`config.mk`:
```
export PLATFORM = sky130hd
export DESIGN_NAME = processor_status_register
export DESIGN_NICKNAME = d
export VERILOG_FILES = /design/src/rtl/processor_status_register.sv
export SDC_FILE = /design/constraint.sdc
export NUM_CORES = 1
export LEC_CHECK = 0
export BUFFER_PORTS_ARGS = -buffer_cell sky130_fd_sc_hd__clkbuf_2
export CORE_MARGIN = 1.5
export CORE_UTILIZATION = 30
export DETAILED_ROUTE_END_ITERATION = 12
export GPL_ROUTABILITY_DRIVEN = 0
export PLACE_DENSITY = 0.64
export RECOVER_POWER = 100
export SYNTH_ARGS = -nofsm -noshare
export SYNTH_HDL_FRONTEND = slang
export SYNTH_SLANG_ARGS = --single-unit
```
`constraint.sdc`:
```
create_clock -name phi2 -period 3.2 [get_ports phi2]
set_clock_uncertainty 0.05 [all_clocks]
set_input_delay 0.16 -clock phi2 [delete_from_list [all_inputs] [get_ports phi2]]
set_output_delay 0.16 -clock phi2 [all_outputs]
set_load 0.01 [all_outputs]
```
`src/rtl/processor_status_register.sv`:
```
// 6502-style processor status register: C,Z,I,D,V,N with prioritised load sources, SO pin edge detect.
// Optional `DECIMAL_MODE_EN exposes D on decimal_OUT; undefined (2A03 build) ties decimal_OUT low.
module processor_status_register (
    input  logic       phi2,
    input  logic       reset_N,
    input  logic [7:0] dataBus_IN,
    input  logic       carry_FLAG_IN,
    input  logic       overflow_FLAG_IN,
    input  logic       negative_FLAG_IN,
    input  logic       zero_FLAG_IN,
    input  logic       dataBus_EN,
    input  logic       aluCarry_EN,
    input  logic       aluOverflow_EN,
    input  logic       aluNZ_EN,
    input  logic       dbNZ_EN,
    input  logic       bit_EN,
    input  logic       setCarry_EN,
    input  logic       clearCarry_EN,
    input  logic       setInterrupt_EN,
    input  logic       clearInterrupt_EN,
    input  logic       setDecimal_EN,
    input  logic       clearDecimal_EN,
    input  logic       clearOverflow_EN,
    input  logic       setOverflow_N,
    input  logic       pushBreak_EN,
    output logic [7:0] status_OUT,
    output logic       carry_OUT,
    output logic       zero_OUT,
    output logic       interrupt_OUT,
    output logic       decimal_OUT,
    output logic       overflow_OUT,
    output logic       negative_OUT,
    output logic       irqMask_OUT
);

    logic carry_q, carry_d;
    logic zero_q, zero_d;
    logic interrupt_q, interrupt_d;
    logic decimal_q, decimal_d;
    logic overflow_q, overflow_d;
    logic negative_q, negative_d;
    logic irq_mask_q, irq_mask_d;
    logic so_sync1_q, so_sync1_d;
    logic so_sync2_q, so_sync2_d;
    logic so_prev_q, so_prev_d;
    logic so_fall;
    logic db_zero;

    assign so_fall = so_prev_q & ~so_sync2_q;
    assign db_zero = (dataBus_IN == 8'h00);

    always_comb begin
        so_sync1_d = setOverflow_N;
        so_sync2_d = so_sync1_q;
        so_prev_d  = so_sync2_q;
        irq_mask_d = interrupt_q;

        carry_d = carry_q;
        if (dataBus_EN)
            carry_d = dataBus_IN[0];
        else if (setCarry_EN || clearCarry_EN)
            carry_d = (setCarry_EN && clearCarry_EN) ? carry_q : setCarry_EN;
        else if (aluCarry_EN)
            carry_d = carry_FLAG_IN;

        interrupt_d = interrupt_q;
        if (dataBus_EN)
            interrupt_d = dataBus_IN[2];
        else if (setInterrupt_EN && !clearInterrupt_EN)
            interrupt_d = 1'b1;
        else if (clearInterrupt_EN && !setInterrupt_EN)
            interrupt_d = 1'b0;

        decimal_d = decimal_q;
        if (dataBus_EN)
            decimal_d = dataBus_IN[3];
        else if (setDecimal_EN && !clearDecimal_EN)
            decimal_d = 1'b1;
        else if (clearDecimal_EN && !setDecimal_EN)
            decimal_d = 1'b0;

        // A synchronised SO falling edge beats every other overflow source.
        overflow_d = overflow_q;
        if (so_fall)
            overflow_d = 1'b1;
        else if (dataBus_EN)
            overflow_d = dataBus_IN[6];
        else if (clearOverflow_EN)
            overflow_d = 1'b0;
        else if (bit_EN)
            overflow_d = dataBus_IN[6];
        else if (aluOverflow_EN)
            overflow_d = overflow_FLAG_IN;

        negative_d = negative_q;
        if (dataBus_EN || dbNZ_EN || bit_EN)
            negative_d = dataBus_IN[7];
        else if (aluNZ_EN)
            negative_d = negative_FLAG_IN;

        zero_d = zero_q;
        if (dataBus_EN)
            zero_d = dataBus_IN[1];
        else if (dbNZ_EN)
            zero_d = db_zero;
        else if (aluNZ_EN)
            zero_d = zero_FLAG_IN;
    end

    always_ff @(posedge phi2 or negedge reset_N) begin
        if (!reset_N) begin
            carry_q     <= 1'b0;
            zero_q      <= 1'b0;
            interrupt_q <= 1'b1;
            decimal_q   <= 1'b0;
            overflow_q  <= 1'b0;
            negative_q  <= 1'b0;
            irq_mask_q  <= 1'b1;
            so_sync1_q  <= 1'b1;
            so_sync2_q  <= 1'b1;
            so_prev_q   <= 1'b1;
        end else begin
            carry_q     <= carry_d;
            zero_q      <= zero_d;
            interrupt_q <= interrupt_d;
            decimal_q   <= decimal_d;
            overflow_q  <= overflow_d;
            negative_q  <= negative_d;
            irq_mask_q  <= irq_mask_d;
            so_sync1_q  <= so_sync1_d;
            so_sync2_q  <= so_sync2_d;
            so_prev_q   <= so_prev_d;
        end
    end

    // B is not stored; bit 5 always reads 1.
    assign status_OUT    = {negative_q, overflow_q, 1'b1, pushBreak_EN,
                            decimal_q, interrupt_q, zero_q, carry_q};
    assign carry_OUT     = carry_q;
    assign zero_OUT      = zero_q;
    assign interrupt_OUT = interrupt_q;
    assign overflow_OUT  = overflow_q;
    assign negative_OUT  = negative_q;
    assign irqMask_OUT   = irq_mask_q;

`ifdef DECIMAL_MODE_EN
    assign decimal_OUT = decimal_q;
`else
    assign decimal_OUT = 1'b0;
`endif

endmodule

```
== Yosys cells after proc, flatten, opt, wreduce, memory -nomap -nowiden ==
Cells that the tools add are included.
Cells by class
  equality and inequality tests: 1
  multiplexer cells: 20
  bitwise gates (word level): 2
  reduce and logical (&&, ||, !) cells: 20
Operator list (number)
  1-bit two-way mux: 20
  3-bit nonzero test: 4
  8-bit logical NOT: 1
  1-bit logical AND: 5
  5-bit nonzero test: 1
  1-bit logical NOT: 4
  1-bit logical OR: 3
  3-bit != test (second input constant): 1
  2-bit AND reduction: 1
  2-bit nonzero test: 1
  1-bit AND: 1
  1-bit NOT: 1
Word-level totals
  bits in registers: 10
  output and inout port bits: 15
  logic and storage cells: 53

== Longest topological paths before layout ==
Gate-level depths: netlist of run 1.
  depth after elaboration: 5
  gate-level depth with buffers: 3

== Worst setup path before layout of run 1 ==
OpenSTA, ideal clock, no wires.
  path kind: reg2reg
  from: register, netlist name overflow_OUT
  to: register overflow_q, in the netlist overflow_OUT
  arrival: 968 ps
  slack: 2045 ps
  stages on the path, launching flop included: 4
  cells stage by stage: dfrtp_1 -> nor2b_1 -> a2111oi_2 -> o22ai_1
RTL lines
  to (signal assigned): line 127  | overflow_q <= overflow_d;
  to (decl): line 40  | logic overflow_q, overflow_d;

==> run metrics, run 1 <==
post-synth design cell area=roughly 530 sq um; drt first pass iters=4; initial cell density of the core=0.315; Placement Setup Slack=2.03 ns; Final Power=0.321 mW; CORE AREA=0.00169 sq mm; number of buffers inserted for hold repair after clock tree synthesis=2; fraction of final layout cells with drive strength greater than 1=0.430; arrival time at the worst endpoint=1.32 ns; number of nets in the layout=approximately 120; Unique masters post-synth=21; number of cells after detailed placement=97; # resized after CTS=0; total of flip-flops plus latches after synthesis=10; Worst Hold End=zero_OUT; largest incremental delay on the critical path=about 0.41 ns; drt wl/cell=10.9 um; filler-free cell count of the finished design=slightly above 100; # Post-CTS Setup Buffers=0; hold violation total from the final report=0; CTS tree=done; fill count=184; unrepaired setup endpoints after global routing=false; post-route setup TNS=0 ns; category of cells accounting for the largest share of critical-path delay=compound AO/OA/AOI/OAI gates; number of maximum-capacitance constraint violations=0; DRC=0; final count of negative-setup-slack endpoints=0; number of instances in the synthesized netlist=50; PnR worst setup slack=between 1.5 and 2 ns; slowest stage cell on the critical path=a2111oi_0; antenna violations before repair=0; Syn Nets=79; Total GRT Usage=0.126; Skew-Pair Late Insertion Delay=0.26 ns; post-synthesis area per instance=10.6 sq um; global-route wire length before repair=1750 um; cells along the critical path=nor2b_1 > a2111oi_0 > o22ai_1; CP required=about 3.3 ns; maximum achievable frequency=805 MHz; Vias per Instance=roughly 4.7; path depth of the worst reg2reg path=3; global routing's busiest layer=met2; detailed router's first-iteration violation count=3; ANT cells=0; maximum fanout along the worst path=3; startpoint of the most critical hold path=dataBus_IN[1]; post-layout minimum cycle time=1.24 ns; utilization after layout=0.421; power per unit of standard cell area=450 mW/mm^2; number of global-route vias before repair=422; leakage dissipation=between 0.3 and 0.4 nW; Clk pin slew, worst setup/hold paths=approximately 0.07 ns; period utilization=0.388; Post-Route WL=1120 um; sequential share of the synthesized area=0.482; worst setup path category=register to register; Max rail drop VDD=roughly 0.18 mV; CTS root buffer=clkbuf_4; level count of the clock H-tree=1; total count of max-transition violations in the final report=0; number of warning messages in the yosys log=0; maximum number of buffers from clock root to sink=2; internal reg-to-reg setup slack=1.96 ns; remaining antenna violation count=0; port bufs=39; global routing usage on met1=0.146; Cell Rows=15; Chip Height=45.1 um; final cell area excluding filler cells=712 sq um; Layout Area Growth over Synthesis=33.9%; beginning of the worst register-to-register path=overflow_OUT; critical path startpoint category=register; x dimension of the die=45.1 um; pin count of the biggest net entering global routing=11; slew at the pin closest to its max-slew limit=0.545 ns; global routing met3 resource utilization=0.0120; met2 track demand over resource=0.206; worst hold path class=primary input to register; number of top-level pins=44; count of buffer and inverter cells on the critical path=0; Slew headroom=0.637; clock sink total=10; endpoint of the lowest-slack register-to-register path=overflow_OUT; post-route worst hold slack=0.101 ns; run status=complete, no violations; HPWL after DPL=901 um; number of cells on the worst hold path=2; DR vias=487; placed cell areas=681 sq um; die area=slightly above 0.002 sq mm; sum of overflow across all layers after global routing=0; total clock buffers created by CTS=3; kind of end point of the critical path=register
[synthesized netlist by cell type]
cell type	number	area [sq um]
a2111oi_2	1	15.0
a21oi_1	1	5.00
a31oi_1	1	6.26
and3_1	1	6.26
buf_4	9	67.6
conb_1	2	7.51
dfrtp_1	5	125
dfstp_2	5	131
inv_1	5	18.8
maj3_2	2	22.5
mux2_2	3	33.8
mux2i_1	2	20.0
nand2_1	1	3.75
nor2_1	3	11.3
nor2b_1	1	6.26
nor3_1	1	5.00
nor4_1	2	12.5
o21ai_0	2	10.0
o22a_1	1	8.76
o22ai_1	1	6.26
o2bb2ai_1	1	8.76
[worst max path at each step]
stage | startpoint | to | depth (start not counted)
2_1_floorplan | overflow_OUT | overflow_OUT | 3
3_3_place_gp | overflow_OUT | overflow_OUT | 3
3_5_place_dp | overflow_OUT | overflow_OUT | 3
4_1_cts | overflow_OUT | overflow_OUT | 3
5_1_grt | overflow_OUT | overflow_OUT | 3
6_report | overflow_OUT | overflow_OUT | 3
[final cells by class]
cell class | instances | area (sq um) | share of cell area
clock buffer | 4 | 36.3 | 0.0510
inverter | 5 | 18.8 | 0.0264
multi-input combinational | 26 | 180 | 0.253
sequential | 10 | 256 | 0.360
tap | 17 | 21.3 | 0.0299
timing repair buffer | 41 | 199 | 0.279
[logic make-up after synthesis]
kind of cell             after synthesis  share of synthesized area
buffers and inverters                 14                      0.162
multiplexers                           5                      0.101
flip-flops                            10                      0.482
adder cells (fa/ha/maj)                2                     0.0423
other                                  2                     0.0141
AO/OA/AOI/OAI                          8                      0.113
AND/OR/NAND/NOR                        9                     0.0847
[power by group]
group / total [mW] / internal, mW / switching [mW]
Sequential: 0.146 / 0.140 / 0.00625
Combinational: 0.0606 / 0.0299 / 0.0307
Clock: 0.114 / 0.0690 / 0.0451
[layer usage]
layer	vias to the layer above	routed length, um
met1	222	468
met4	0	21
met3	2	112
met5	-	0
li1	232	-
met2	31	516
[flip-flops by register name, summed over array words and instances (netlist names)]
signal / count
so_sync1_q: 1
so_prev_q: 1
carry_OUT: 1
so_prev_d: 1
decimal_q: 1
overflow_OUT: 1
irqMask_OUT: 1
zero_OUT: 1
negative_OUT: 1
interrupt_OUT: 1
[layout by cell type (no fill, tap or decap), drive strengths merged, types with 3 or more instances in the layout]
cell,n
dfrtp,5
mux2,3
nor2,3
inv,5
clkbuf,43
dfstp,5
Note: power is estimated with default switching activity, not from simulation.
==> run 2, diff against run 1 <==
==> constraint.sdc (replaced) <==
create_clock -name phi2 -period 1.16 [get_ports phi2]
set_clock_uncertainty 0.05 [all_clocks]
set_input_delay 0.058 -clock phi2 [delete_from_list [all_inputs] [get_ports phi2]]
set_output_delay 0.058 -clock phi2 [all_outputs]
set_load 0.01 [all_outputs]
==> run 2 against run 1 <==
Effect of this change: sequential power increased to 2.8 times the previous value; setup slack lost 1.9 ns; register-to-register slack got worse by 1.9 ns; sequential cell count did not move; worst hold slack lost 0.088 ns; combinational power grew to 3.0 times the previous value; highest routed layer unchanged; count of clock-buffer cells in the layout unchanged; via count is 2.7% lower; first-iteration DRC count rose by 130%.
==> run metrics, run 2 (synthesis gave the netlist of run 1 again) <==
drt first pass iters=4 (unchanged); Clk pin slew, worst setup/hold paths=0.07 ns (about the same); antenna violations before repair=0 (unchanged); switching share of power=0.269 (+0.0131); critical path startpoint category=register; detailed router's first-iteration violation count=7 (+4); post-route worst hold slack=0.0126 ns (-0.0884 ns); x dimension of the die=45.1 um (unchanged); filler-free cell count of the finished design=105 (+1.9%); period utilization=0.955 (+0.566); DR vias=474 (-2.7%); capture point of the worst path=interrupt_OUT; largest incremental delay on the critical path=0.39 ns (-0.02 ns); level count of the clock H-tree=1 (unchanged); Chip Height=45.1 um (unchanged); maximum achievable frequency=903 MHz (+12%); number of maximum-capacitance constraint violations=0 (unchanged); Skew-Pair Late Insertion Delay=0.26 ns (about the same); worst setup path category=register to register; power per unit of standard cell area=1110 mW/mm^2 (+150%); fraction of final layout cells with drive strength greater than 1=0.432 (+0.00159); slew at the pin closest to its max-slew limit=0.547 ns (+0.00227 ns); maximum number of buffers from clock root to sink=2 (unchanged); combinational share of power=0.220 (+0.031); DRC=0 (unchanged); drt wl/cell=11.1 um (+2.4%); sum of overflow across all layers after global routing=0 (unchanged); HPWL after DPL=857 um (-4.9%); slowest stage cell on the critical path=dfstp_2; Total GRT Usage=0.131 (+0.00593); maximum fanout along the worst path=4 (+1); ANT cells=0 (unchanged); number of top-level pins=44 (unchanged); most used cells in the layout excluding fill and tap cells=clkbuf_2, clkbuf_1; Layout Area Growth over Synthesis=42.4%; cells along the critical path=maj3_1 > mux2_2; PnR worst setup slack=0.0527 ns (-1.91 ns); worst hold path class=primary input to register; beginning of the worst register-to-register path=interrupt_OUT; portion of total power attributed to sequential cells=0.484 (+0.029); clock sink total=10 (unchanged); Placement Setup Slack=0.0189 ns (-2.02 ns); fill count=192 (+4.3%); total count of max-transition violations in the final report=0 (unchanged); # Post-CTS Setup Buffers=0 (unchanged); internal reg-to-reg setup slack=0.05 ns (-1.91 ns); run status=complete, no violations; CTS tree=done; arrival time at the worst endpoint=1.25 ns (-0.07 ns); path depth of the worst reg2reg path=2 (-1); kind of end point of the critical path=register; Int Power=0.612 mW (+160%); number of nets in the layout=118 (+1.7%); Slew headroom=0.635 (-0.00152); Post-Route WL=1170 um (+4.4%); hold violation total from the final report=0 (unchanged); endpoint of the lowest-slack register-to-register path=interrupt_OUT; CTS root buffer=clkbuf_4; number of cells after detailed placement=97 (unchanged); global-route wire length before repair=1820 um (+3.9%); Switching Power=0.225 mW (+170%); die area=0.00203 sq mm (unchanged); first element of the critical path=interrupt_OUT; clock power share=0.296 (-0.060); CP required=1.31 ns (-1.97 ns); leakage dissipation=0.369 nW (+4.5%); number of global-route vias before repair=447 (+5.9%); final count of negative-setup-slack endpoints=0 (unchanged); Max rail drop VDD=0.574 mV (+230%); total clock buffers created by CTS=3 (unchanged); unrepaired setup endpoints after global routing=true; initial cell density of the core=0.315 (unchanged); leading cell type in the layout, fill and taps excluded=clkbuf_2; port bufs=39 (unchanged); CORE AREA=0.00169 sq mm (unchanged); pin count of the biggest net entering global routing=11 (unchanged); Vias per Instance=4.51 (-4.5%); Cell Rows=15 (unchanged); remaining antenna violation count=0 (unchanged); post-layout minimum cycle time=1.11 ns (-0.135 ns)
==> run 2: routing by layer <==
| metal | global-route usage | wire length (um) |
|---|---|---|
| met4 | 0.106 | 25 |
| met2 | 0.234 | 588 |
| met5 | 0 | 0 |
| met1 | 0.136 | 452 |
| met3 | 0.0160 | 100 |
==> run 2: critical path: cells and delay by family, from the launching register on <==
kind / cells / cell delay (ns)
mux: 1 / 0.26
flops: 1 / 0.39
fa+ha+maj: 1 / 0.34
==> run 2: cell type report <==
cell class              count  area, sq um  area share
well taps                  17         21.3      0.0281
repair buffers             43          231       0.306
inverters                   5         18.8      0.0248
flip-flops and latches     10          256       0.339
multi-input cells          26          203       0.268
clock buffers               4         26.3      0.0347
==> run 2: worst min-delay path by stage <==
stage	start	end	slack, ns	cells after the start
2_1_floorplan	reset_N	carry_OUT	-0.29	0
6_report	setCarry_EN	carry_OUT	0.01	3
3_3_place_gp	reset_N	zero_OUT	-0.11	1
3_5_place_dp	reset_N	zero_OUT	-0.11	1
4_1_cts	setCarry_EN	carry_OUT	0.0002	3
5_1_grt	setCarry_EN	carry_OUT	0.03	3
==> run 2: repair_timing <==
action | in CTS | in global routing
setup endpoints to repair | 0 | 2
gates resized for setup | 0 | 3
hold buffers | 6 | 0
endpoints found under the hold margin | 15 | 0
==> run 2: power groups by stage <==
stage | Sequential [mW] | Clock [mW] | Combinational [mW]
final | 0.405 | 0.248 | 0.184
after floorplan | 0.419 | 0 | 0.100
after detailed placement | 0.412 | 0 | 0.177
after global routing | 0.409 | 0.284 | 0.206
after global placement | 0.410 | 0 | 0.177
after CTS | 0.406 | 0.262 | 0.194
==> run 2: stage by stage <==
| stage | instance area, sq um | utilization | power [mW] | TNS, ns |
|---|---|---|---|---|
| 2_1_floorplan | 532 | - | 0.519 | 0 |
| 3_3_place_gp | 681 | 0.403 | 0.587 | 0 |
| 3_5_place_dp | 681 | 0.403 | 0.590 | 0 |
| 4_1_cts | 767 | 0.454 | 0.862 | 0 |
| 5_1_grt | 757 | 0.448 | 0.898 | -0.0139 |
| 6_report | 757 | 0.448 | 0.838 | 0 |
==> run 3, diff against run 2 <==
--- a/config.mk
+++ b/config.mk
@@ -10,7 +10,7 @@
 export CORE_UTILIZATION = 30
 export DETAILED_ROUTE_END_ITERATION = 12
 export GPL_ROUTABILITY_DRIVEN = 0
-export PLACE_DENSITY = 0.64
+export PLACE_DENSITY = 0.66
 export RECOVER_POWER = 100
 export SYNTH_ARGS = -nofsm -noshare
 export SYNTH_HDL_FRONTEND = slang
==> constraint.sdc (replaced) <==
create_clock -name phi2 -period 1 [get_ports phi2]
set_clock_uncertainty 0.05 [all_clocks]
set_input_delay 0.05 -clock phi2 [delete_from_list [all_inputs] [get_ports phi2]]
set_output_delay 0.05 -clock phi2 [all_outputs]
set_load 0.01 [all_outputs]
==> run 3 against run 2 <==
Effect of this change: the flow now finishes with violations (negative setup slack); critical path depth did not move; cell count up 4.8%; global-route usage shrank 1.1 points; cell area up 10%; sequential power rose by 16%; core utilization grew 4.7 points; count of clock-buffer cells in the layout unchanged.
==> run metrics, run 3 (synthesis gave the netlist of run 1 again) <==
combinational share of power=0.263 (+0.043); detailed router's first-iteration violation count=2 (-5); fraction of final layout cells with drive strength greater than 1=0.484 (+0.0521); Clk pin slew, worst setup/hold paths=0.07 ns (about the same); violations in the final reports=negative setup slack; cells along the critical path=buf_6 > buf_6; total clock buffers created by CTS=3 (unchanged); portion of total power attributed to sequential cells=0.462 (-0.022); die area=0.00203 sq mm (unchanged); Slew headroom=0.647 (+0.0114); post-layout minimum cycle time=~1.1 ns; level count of the clock H-tree=1 (unchanged); maximum fanout along the worst path=3 (-1); number of maximum-capacitance constraint violations=0 (unchanged); met2 track demand over resource=0.214 (-0.0200); leading cell type in the layout, fill and taps excluded=clkbuf_2; DRC=0 (unchanged); x dimension of the die=45.1 um (unchanged); global routing usage on met1=0.127 (-0.00912); most used cells in the layout excluding fill and tap cells=clkbuf_2, clkbuf_1, dlygate4sd3_1; maximum achievable frequency=roughly 910 MHz; initial cell density of the core=0.315 (unchanged); Skew-Pair Late Insertion Delay=0.26 ns (about the same); period utilization=1.10; global-route wire length before repair=1720 um (-5.7%); post-route worst hold slack=0.00878 ns (-0.00378 ns); total count of max-transition violations in the final report=0 (unchanged); clock power share=0.275 (-0.021); run status=finished, violations left; final count of negative-setup-slack endpoints=4 (+4); clock sink total=10 (unchanged); drt wl/cell=10.6 um (-4.7%); global routing's busiest layer=met2; kind of end point of the critical path=output port; maximum number of buffers from clock root to sink=2 (unchanged); PnR worst setup slack=-0.0980 ns (-0.151 ns); leakage dissipation=0.416 nW (+13%); CORE AREA=0.00169 sq mm (unchanged); Total GRT Usage=0.121 (-0.0105); HPWL after DPL=879 um (+2.6%); Cell Rows=15 (unchanged); largest incremental delay on the critical path=0.54 ns (+0.15 ns); CTS tree=done; remaining antenna violation count=0 (unchanged); slew at the pin closest to its max-slew limit=0.530 ns (-0.0171 ns); Placement Setup Slack=-0.0892 ns (-0.108 ns); Int Power=0.754 mW (+23%); unrepaired setup endpoints after global routing=true; most used cell along the critical path=buf_6; sum of overflow across all layers after global routing=0 (unchanged); Post-Route WL=1170 um (-0.17%); CP required=0.90 ns (-0.41 ns); DR vias=513 (+8.2%); global routing met3 resource utilization=0.0320 (+0.0160); worst setup path category=register to output port; critical path startpoint category=register; number of global-route vias before repair=433 (-3.1%); worst hold path class=primary input to register; number of top-level pins=44 (unchanged); Chip Height=45.1 um (unchanged); ANT cells=0 (unchanged); power per unit of standard cell area=1210 mW/mm^2 (+9.8%); number of nets in the layout=123 (+4.2%); drt first pass iters=4 (unchanged); switching share of power=0.257 (-0.0117); pin count of the biggest net entering global routing=11 (unchanged); arrival time at the worst endpoint=1.00 ns (-0.25 ns); Vias per Instance=4.66 (+3.3%); CTS root buffer=clkbuf_4; antenna violations before repair=0 (unchanged); port bufs=39 (unchanged); Max rail drop VDD=0.667 mV (+16%); Layout Area Growth over Synthesis=57.2%; slowest stage cell on the critical path=dfstp_2; hold violation total from the final report=0 (unchanged); Switching Power=0.261 mW (+16%)
-- run 3: cell types whose count changed in the layout (fill, tap and decap cells not counted), moves of 2 or more --
| cell | before | now |
|---|---|---|
| buf_6 | 0 | 4 |
| clkbuf_1 | 14 | 11 |
| mux2_4 | 0 | 3 |
| clkbuf_2 | 24 | 26 |
| dlygate4sd3_1 | 5 | 8 |
| mux2_2 | 3 | 0 |
-- run 3: metal layers --
metal	wire [um]	vias up	part of all wire
met5	0	-	0
met4	21	0	0.018
met3	109	2	0.094
met2	578	32	0.50
met1	456	231	0.39
li1	-	248	-
-- run 3: critical path, delay by kind of cell (launching register included) --
kind	cells	cell delay, ns
DFF	1	0.54
buffers and inverters	2	0.19
-- run 3: final cells by class --
| type | instances | area [sq um] |
|---|---|---|
| multi-input cells | 26 | 220 |
| clock buffers | 4 | 26.3 |
| repair buffers | 48 | 293 |
| fillers | 174 | 853 |
| well taps | 17 | 21.3 |
| flip-flops and latches | 10 | 256 |
| inverters | 5 | 18.8 |
-- run 3: what timing repair did --
item	4_1_cts	5_1_grt
endpoints found under the setup margin	5	7
hold buffers	8	0
resized for setup	2	7
endpoints found under the hold margin	15	0
buffers inserted	0	0
pin swaps	2	1
-- run 3: stage by stage --
| step | util | TNS [ns] | power [mW] | area, sq um | instances |
|---|---|---|---|---|---|
| 6_report | 0.495 | -0.310 | 1.02 | 836 | 110 |
| 5_1_grt | 0.495 | -0.443 | 1.08 | 836 | 110 |
| 4_1_cts | 0.489 | -0.378 | 1.02 | 826 | 110 |
| 3_5_place_dp | 0.416 | -0.128 | 0.701 | 703 | 98 |
| 3_3_place_gp | 0.416 | -0.101 | 0.697 | 703 | 98 |
| 2_1_floorplan | - | -0.115 | 0.612 | 547 | 50 |
-- run 3: power groups by stage --
stage	Sequential, mW	Clock [mW]	Combinational (mW)
3_3_place_gp	0.473	0	0.224
4_1_cts	0.469	0.291	0.260
6_report	0.469	0.280	0.267
3_5_place_dp	0.475	0	0.226
2_1_floorplan	0.486	0	0.126
5_1_grt	0.472	0.319	0.292
-- run 3: path summary, 6_finish.rpt --
kind	start	slack, ns	end	depth (start not counted)
max in group asynchronous	reset_N	0.30	so_prev_q	2
min	dataBus_IN[7]	0.009	negative_OUT	3
max reg2reg	decimal_q	-0.09	decimal_q	2
min reg2reg	so_sync1_q	0.30	so_prev_d	0
min in group asynchronous	reset_N	0.22	zero_OUT	2
max	interrupt_OUT	-0.1	interrupt_OUT	2
